$ cat src/rtl/muxn_rr_if.sv
// Handshake bundle for the N-channel registered mux: per-channel producer side,
// single consumer side, plus the selection controls.
interface muxn_rr_if #(
  parameter int N  = 4,
  parameter int W  = 8,
  parameter int SW = 2
);
  logic            mode;
  logic [SW-1:0]   sel;
  logic [N*W-1:0]  in_data;
  logic [N-1:0]    in_valid;
  logic [N-1:0]    in_ready;
  logic [W-1:0]    out_data;
  logic            out_valid;
  logic            out_ready;
  logic [SW-1:0]   out_src;

  // master: the environment driving producers/consumer; slave: the mux itself
  modport master (
    output mode, sel, in_data, in_valid, out_ready,
    input  in_ready, out_data, out_valid, out_src
  );

  modport slave (
    input  mode, sel, in_data, in_valid, out_ready,
    output in_ready, out_data, out_valid, out_src
  );
endinterface

$ cat src/rtl/muxn_rr.sv
// N-channel W-bit mux with a one-deep registered output, manual or round-robin
// selection, and valid/ready handshakes on every input and on the output.
module muxn_rr #(
  parameter int N  = 4,
  parameter int W  = 8,
  parameter int SW = 2
) (
  input  logic       clk,
  input  logic       rst,
  muxn_rr_if.slave   bus
);

  logic [SW-1:0] rr_ptr;
  logic          vld_p1;
  logic [W-1:0]  data_p1;
  logic [SW-1:0] src_p1;

  logic          advance;
  logic          grant_vld;
  logic [SW-1:0] grant_idx;
  logic [W-1:0]  grant_data;
  logic [N-1:0]  ready_vec;
  logic          xfer;

  function automatic logic [SW-1:0] wrap_inc(input logic [SW-1:0] idx);
    if (int'(idx) >= N - 1) return '0;
    return idx + 1'b1;
  endfunction

  assign advance = ~vld_p1 | bus.out_ready;

  // ---- stage p0: combinational grant and input handshake ----
  always_comb begin : grant_sel
    int cand;
    cand      = 0;
    grant_vld = 1'b0;
    grant_idx = '0;
    if (!bus.mode) begin
      for (int i = 0; i < N; i++) begin
        if (int'(bus.sel) == i && bus.in_valid[i]) begin
          grant_vld = 1'b1;
          grant_idx = SW'(i);
        end
      end
    end else begin
      // Scan from the farthest offset down so the one nearest rr_ptr wins last.
      for (int k = N - 1; k >= 0; k--) begin
        cand = int'(rr_ptr) + k;
        if (cand >= N) cand = cand - N;
        if (bus.in_valid[cand]) begin
          grant_vld = 1'b1;
          grant_idx = SW'(cand);
        end
      end
    end
  end

  always_comb begin : data_sel
    grant_data = '0;
    for (int i = 0; i < N; i++) begin
      if (grant_idx == SW'(i)) grant_data = bus.in_data[i*W +: W];
    end
  end

  assign xfer = grant_vld & advance & ~rst;

  always_comb begin : ready_gen
    ready_vec = '0;
    for (int i = 0; i < N; i++) begin
      if (xfer && grant_idx == SW'(i)) ready_vec[i] = 1'b1;
    end
  end

  assign bus.in_ready = ready_vec;

  // ---- stage p1: output register and round-robin pointer ----
  always_ff @(posedge clk) begin
    if (rst) begin
      vld_p1  <= 1'b0;
      data_p1 <= '0;
      src_p1  <= '0;
      rr_ptr  <= '0;
    end else begin
      if (advance) begin
        if (grant_vld) begin
          vld_p1  <= 1'b1;
          data_p1 <= grant_data;
          src_p1  <= grant_idx;
        end else begin
          vld_p1  <= 1'b0;
        end
      end
      if (bus.mode && xfer) rr_ptr <= wrap_inc(grant_idx);
    end
  end

  assign bus.out_valid = vld_p1;
  assign bus.out_data  = data_p1;
  assign bus.out_src   = src_p1;

endmodule

$ cat src/flat_wrapper.sv
// flat-port wrapper written by rule: the top's interface ports become plain ports
module muxn_rr_flat 
#(
  parameter int N  = 4,
  parameter int W  = 8,
  parameter int SW = 2
)
  (clk, rst, bus_mode, bus_sel, bus_in_data, bus_in_valid, bus_out_ready, bus_in_ready, bus_out_data, bus_out_valid, bus_out_src);
  muxn_rr_if #(.N(N), .W(W), .SW(SW)) bus_i ();
  input  logic clk;
  input  logic rst;
  input wire logic [$bits(bus_i.mode)-1:0] bus_mode;
  input wire logic [$bits(bus_i.sel)-1:0] bus_sel;
  input wire logic [$bits(bus_i.in_data)-1:0] bus_in_data;
  input wire logic [$bits(bus_i.in_valid)-1:0] bus_in_valid;
  input wire logic [$bits(bus_i.out_ready)-1:0] bus_out_ready;
  output wire logic [$bits(bus_i.in_ready)-1:0] bus_in_ready;
  output wire logic [$bits(bus_i.out_data)-1:0] bus_out_data;
  output wire logic [$bits(bus_i.out_valid)-1:0] bus_out_valid;
  output wire logic [$bits(bus_i.out_src)-1:0] bus_out_src;
  assign bus_i.mode = bus_mode;
  assign bus_i.sel = bus_sel;
  assign bus_i.in_data = bus_in_data;
  assign bus_i.in_valid = bus_in_valid;
  assign bus_i.out_ready = bus_out_ready;
  assign bus_in_ready = bus_i.in_ready;
  assign bus_out_data = bus_i.out_data;
  assign bus_out_valid = bus_i.out_valid;
  assign bus_out_src = bus_i.out_src;
  muxn_rr #(.N(N), .W(W), .SW(SW)) u_core (.clk(clk), .rst(rst), .bus(bus_i));
endmodule
$ cat config.mk
export PLATFORM = sky130hd
export DESIGN_NAME = muxn_rr_flat
export DESIGN_NICKNAME = d
export VERILOG_FILES = /design/src/rtl/muxn_rr_if.sv /design/src/rtl/muxn_rr.sv /design/src/flat_wrapper.sv
export SDC_FILE = /design/constraint.sdc
export NUM_CORES = 1
export LEC_CHECK = 0
export ABC_CLOCK_PERIOD_IN_PS = 5400
export CAP_MARGIN = 20
export CORE_UTILIZATION = 41
export DETAILED_ROUTE_END_ITERATION = 7
export PLACE_DENSITY = 0.95
export SYNTH_ARGS = -nofsm -noshare
export SYNTH_HDL_FRONTEND = slang
export SYNTH_SLANG_ARGS = --single-unit
$ cat constraint.sdc
create_clock -name clk -period 5.4 [get_ports clk]
set_input_delay 0.54 -clock clk [delete_from_list [all_inputs] [get_ports clk]]
set_output_delay 0.54 -clock clk [all_outputs]
set_load 0.01 [all_outputs]
After elaboration in Yosys (flattened, before gate mapping)

Index checks and enable logic that the tools add are counted.
W data, S select, Z words.

Bits in registers: 13
Bits of input ports: 42
Output and inout bits: 15
Logic and storage cells: 95

Add/subtract/negate cells: 8
Order comparisons: 9
Equal/unequal tests: 6
Multiplexer cells: 51
Bitwise logic cells: 5
Reductions and logical operators: 12

Operators with widths:

| kind                    | count |
|---|---|
| $mux W32                | 8 |
| $lt A32 B4 Y1 const B   | 4 |
| $ge A32 B4 Y1 const B   | 3 |
| $sub A32 B4 Y32 const B | 3 |
| $mux W8                 | 4 |
| $mux W1                 | 26 |
| $mux W2                 | 9 |
| $logic_and A1 B1 Y1     | 9 |
| $bmux W1 S2             | 4 |
| $eq A2 B2 Y1 const B    | 4 |
| $add A2 B2 Y3 const B   | 2 |
| $eq A2 B1 Y1 const B    | 2 |
| $logic_not A2 Y1        | 2 |
| $sub A2 B3 Y4 const B   | 1 |
| $add A2 B1 Y3 const B   | 1 |
| $ge A2 B3 Y1 const B    | 1 |
| $add A2 B1 Y2 const B   | 1 |
| $and A1 B1 Y1           | 2 |
| $ge A2 B2 Y1 const B    | 1 |
| $not A1 Y1              | 2 |
| $reduce_and A2 Y1       | 1 |
| $or A1 B1 Y1            | 1 |

Longest topological paths before layout

Depth after elaboration: 18
Depth in mapped cells: 10
Depth with buffers taken out: 9

Worst setup path before layout

No wires, ideal clock.

Path type: in2out
From: input bus_sel[1]
To: output bus_in_ready[2]
Arrival: 2.338 ns
Data required time: 4.860 ns
Path slack: 2.522 ns
Stages: 7
Path buffers: 2
Path through: mux2_2 > and3_1 > nor3_1 > ha_1 > clkbuf_1 > clkbuf_1 > and3_1

Cells in the longest elaborated chain, start to end: 11
Elaborated cells between the ends (all ways): 22
Classes of those cells: eq/ne (4); mux (10); bitwise (2); reduce/logical (6)

Ends and longest elaborated chain:

| item                       | line               | RTL |
|---|---|---|
| start, declared            | flat_wrapper.sv:13 | `input wire logic [$bits(bus_i.sel)-1:0] bus_sel;` |
| $logic_not A2 Y1           | muxn_rr.sv:40      | `if (int'(bus.sel) == i && bus.in_valid[i]) begin` |
| $logic_and A1 B1 Y1        | muxn_rr.sv:40      |  |
| $mux W1 (4 in a row)       | muxn_rr.sv:40      |  |
| $mux W1                    | muxn_rr.sv:38      | `if (!bus.mode) begin` |
| $and A1 B1 Y1 (2 in a row) | muxn_rr.sv:65      | `assign xfer = grant_vld & advance & ~rst;` |
| $logic_and A1 B1 Y1 *      | muxn_rr.sv:70      | `if (xfer && grant_idx == SW'(i)) ready_vec[i] = 1'b1;` |
| $mux W1 *                  | muxn_rr.sv:70      |  |
| end, declared              | flat_wrapper.sv:17 | `output wire logic [$bits(bus_i.in_ready)-1:0] bus_in_ready;` |

Every way passes the cells marked *; elsewhere a longest branch is shown, timed or not.

Worst setup path in the final report

Ends and elaborated chain as after synthesis.

==> out/metrics.yaml <==
clk_pin_slew_worst_paths_ps: 70
synthCells: 122
chipWidth_microns: 52.2
antenna_found_initial: 0
final_nets: 219
maxCapViolations: 0
hold_class: "flop to flop"
multi_input_area_sq_um: 674
min_to: "u_core.bus.out_data[5]$_SDFFE_PP0N_"
fillCellCount: 162
path_delay_family: "buffers and inverters"
layout_commonest_cell: "clkdlybuf4s50_1"
cts_buffers: 3
crit_type: "input port to output pin"
cts.sinks: 13
dp_cells: 196
worstRegToRegCells: 8
htreeDepth: 1
finalHoldViolations: 0
stdcell_area_sq_mm: 0.00161
slew-limit-headroom_pct: 53.6
leakage_nw: 0.656
place_area_sq_mm: 0.00158
diodes: 0
avgSynthCellArea_sq_um: 8.46
syn_nets: 168
row_count: 17
die_area_sq_mm: 0.00272
finalCriticalPeriod_ps: 3900
path_depth: 7
crit_slowest_cell: "ha_1"
ys_ff_latch: 13
gp_congestion: 0.833
synth_area_sq_mm: 0.00103
grt_max_degree: 18
die_h_microns: 52.2
drive_gt1_share_pct: 10.5
viasPerCell: 5.87
reg2reg_from: "u_core.rr_ptr[1]$_SDFFE_PP0P_"
power_density_mw_per_mm2: 210
firstDrtPassIters: 4
timing.final.max_slew_violations: 0
timing.hold.ws_ps: 561
worstMarginPinSlew_ps: 693
coreArea_sq_mm: 0.00230
stdcell_count: 200
rsz0062_at_grt: "false"
worstPathCellList: "clkdlybuf4s50_1 -> mux2_2 -> and3_1 -> nor3_1 -> ha_1 -> and3_1 -> clkdlybuf4s50_1"
post_cts_resized: 0
cts_hold_buf: 0
start_util_pct: 44.9
area_growth_pct: 55.9
cts_max_path_buffers: 2
cts_setup_buffers: 0
ant_nets: 0
clk-insertion-delay-late_ps: 280
slowest_delay_ps: 590
synthArstFlopShare_pct: 0
yosys_most_used_dff: "dfxtp_1"
period_share_pct: 72.2
setup_viol: 0
finalClockSkew_ps: 6.54
ir_worst_vdd_mv: 0.166
layout_common_cells: "clkdlybuf4s50_1, a21oi_1, inv_1, dfxtp_1, a211oi_2"
drt-initial-drc-count: 29
crit_buf_inv: 2
drc: 0
cts_tree: "yes"
setup_tns_ps: 0
r2r_setup_slack_ps: 2680
final_core_util_pct: 70.0
r2r_end: "u_core.bus.out_data[0]$_SDFFE_PP0N_"
dp_hpwl_microns: 2390
min-delay-start: "u_core.bus.out_data[5]$_SDFFE_PP0N_"
crit_arrival_ps: 3360
ys_seq_area_share_pct: 25.2
clock.fmax_ghz: 0.256
postRouteWirelength_microns: 3120
status: "completed"
min_path_cells: 2
synth-edff-count: 0
io_pins: 57
via_count: 1173
port_buffers: 56
grt_pass1_vias: 1031
root_buffer: "clkbuf_4"
ys_warn_count: 0
gr-usage-all-layers_pct: 23.7
grt_pass1_wl_microns: 4720
crit_required_ps: 4860
wl_per_cell_microns: 15.6
grt_overflow: 0
synth.distinct_cells: 28
regArea_sq_um: 260
cp-start-kind: "input port"
critical_path.endpoint_type: "output pin"
crit_path_max_fanout: 17
registers in the layout, indices dropped and copies added, names as in the netlist:
register              flops
u_core.rr_ptr             2
u_core.bus.out_valid      1
u_core.bus.out_src        2
u_core.bus.out_data       8
kinds of logic (layout without fill, tap and decap cells):
kind of cell | after synthesis | after routing | share of synthesized area (%)
AND/OR/NAND/NOR | 20 | 20 | 11.0
AO/OA/AOI/OAI | 57 | 57 | 44.1
flip-flops | 13 | 13 | 25.2
adder cells (fa/ha/maj) | 4 | 4 | 4.85
multiplexers | 4 | 4 | 5.33
buffers and inverters | 24 | 74 | 9.45
worst max path at each step:
stage                 endpoint  startpoint  slack (ps)
3_5_place_dp   bus_in_ready[2]  bus_sel[1]        1510
3_3_place_gp   bus_in_ready[2]  bus_sel[1]        1580
6_report       bus_in_ready[2]  bus_sel[1]        1500
2_1_floorplan  bus_in_ready[2]  bus_sel[1]        2520
5_1_grt        bus_in_ready[2]  bus_sel[1]        1320
4_1_cts        bus_in_ready[2]  bus_sel[1]        1520
through the flow:
stage	power (mW)	worst slack [ps]
finish	0.338	1500
global route	0.361	1320
CTS	0.341	1520
detailed placement	0.279	1510
global placement	0.274	1580
floorplan	0.208	2520
cells in the mapped netlist, types with 2 or more instances:
library cell  count  area [sq um]
ha_1              4          50.1
nand2_1           3          11.3
dfxtp_1          13           260
a221o_1           7          70.1
mux2_2            2          22.5
and3_1            5          31.3
clkbuf_1          9          33.8
a22oi_1           8          60.1
nand2b_1          3          18.8
inv_1            14          52.6
a2111oi_0         3          26.3
nor2b_1           3          18.8
a21oi_1          22           110
nor2_1            3          11.3
a211oi_2         10           125
metal layers:
layer | track usage, % | part of all wire, % | wire length, microns
met2 | 39.3 | 45 | 1390
met1 | 29.4 | 42 | 1300
met5 | 0 | 0 | 0
met4 | 10.5 | 2.7 | 83
met3 | 4.64 | 11 | 346
cell type report:
cell class                 instances  area share [%]
inverter                          14            3.27
clock buffer                       4            1.63
timing repair buffer              56            34.8
tap                               28            2.18
multi-input combinational         85            41.9
sequential                        13            16.2
where the power goes:
part           internal, mW  switching, mW  leakage, nW
clock                0.0287         0.0313       0.0150
sequential            0.108        0.00723        0.108
combinational        0.0887         0.0741        0.533
worst reg2reg max path: cells and delay by family, from the launching register on:
kind | cells | cell delay (ps)
flip-flops | 1 | 410
AND/OR/NAND/NOR | 2 | 330
AO/OA/AOI/OAI | 5 | 1360
adder cells (fa/ha/maj) | 1 | 490
Power figures use the tool's default switching activity.
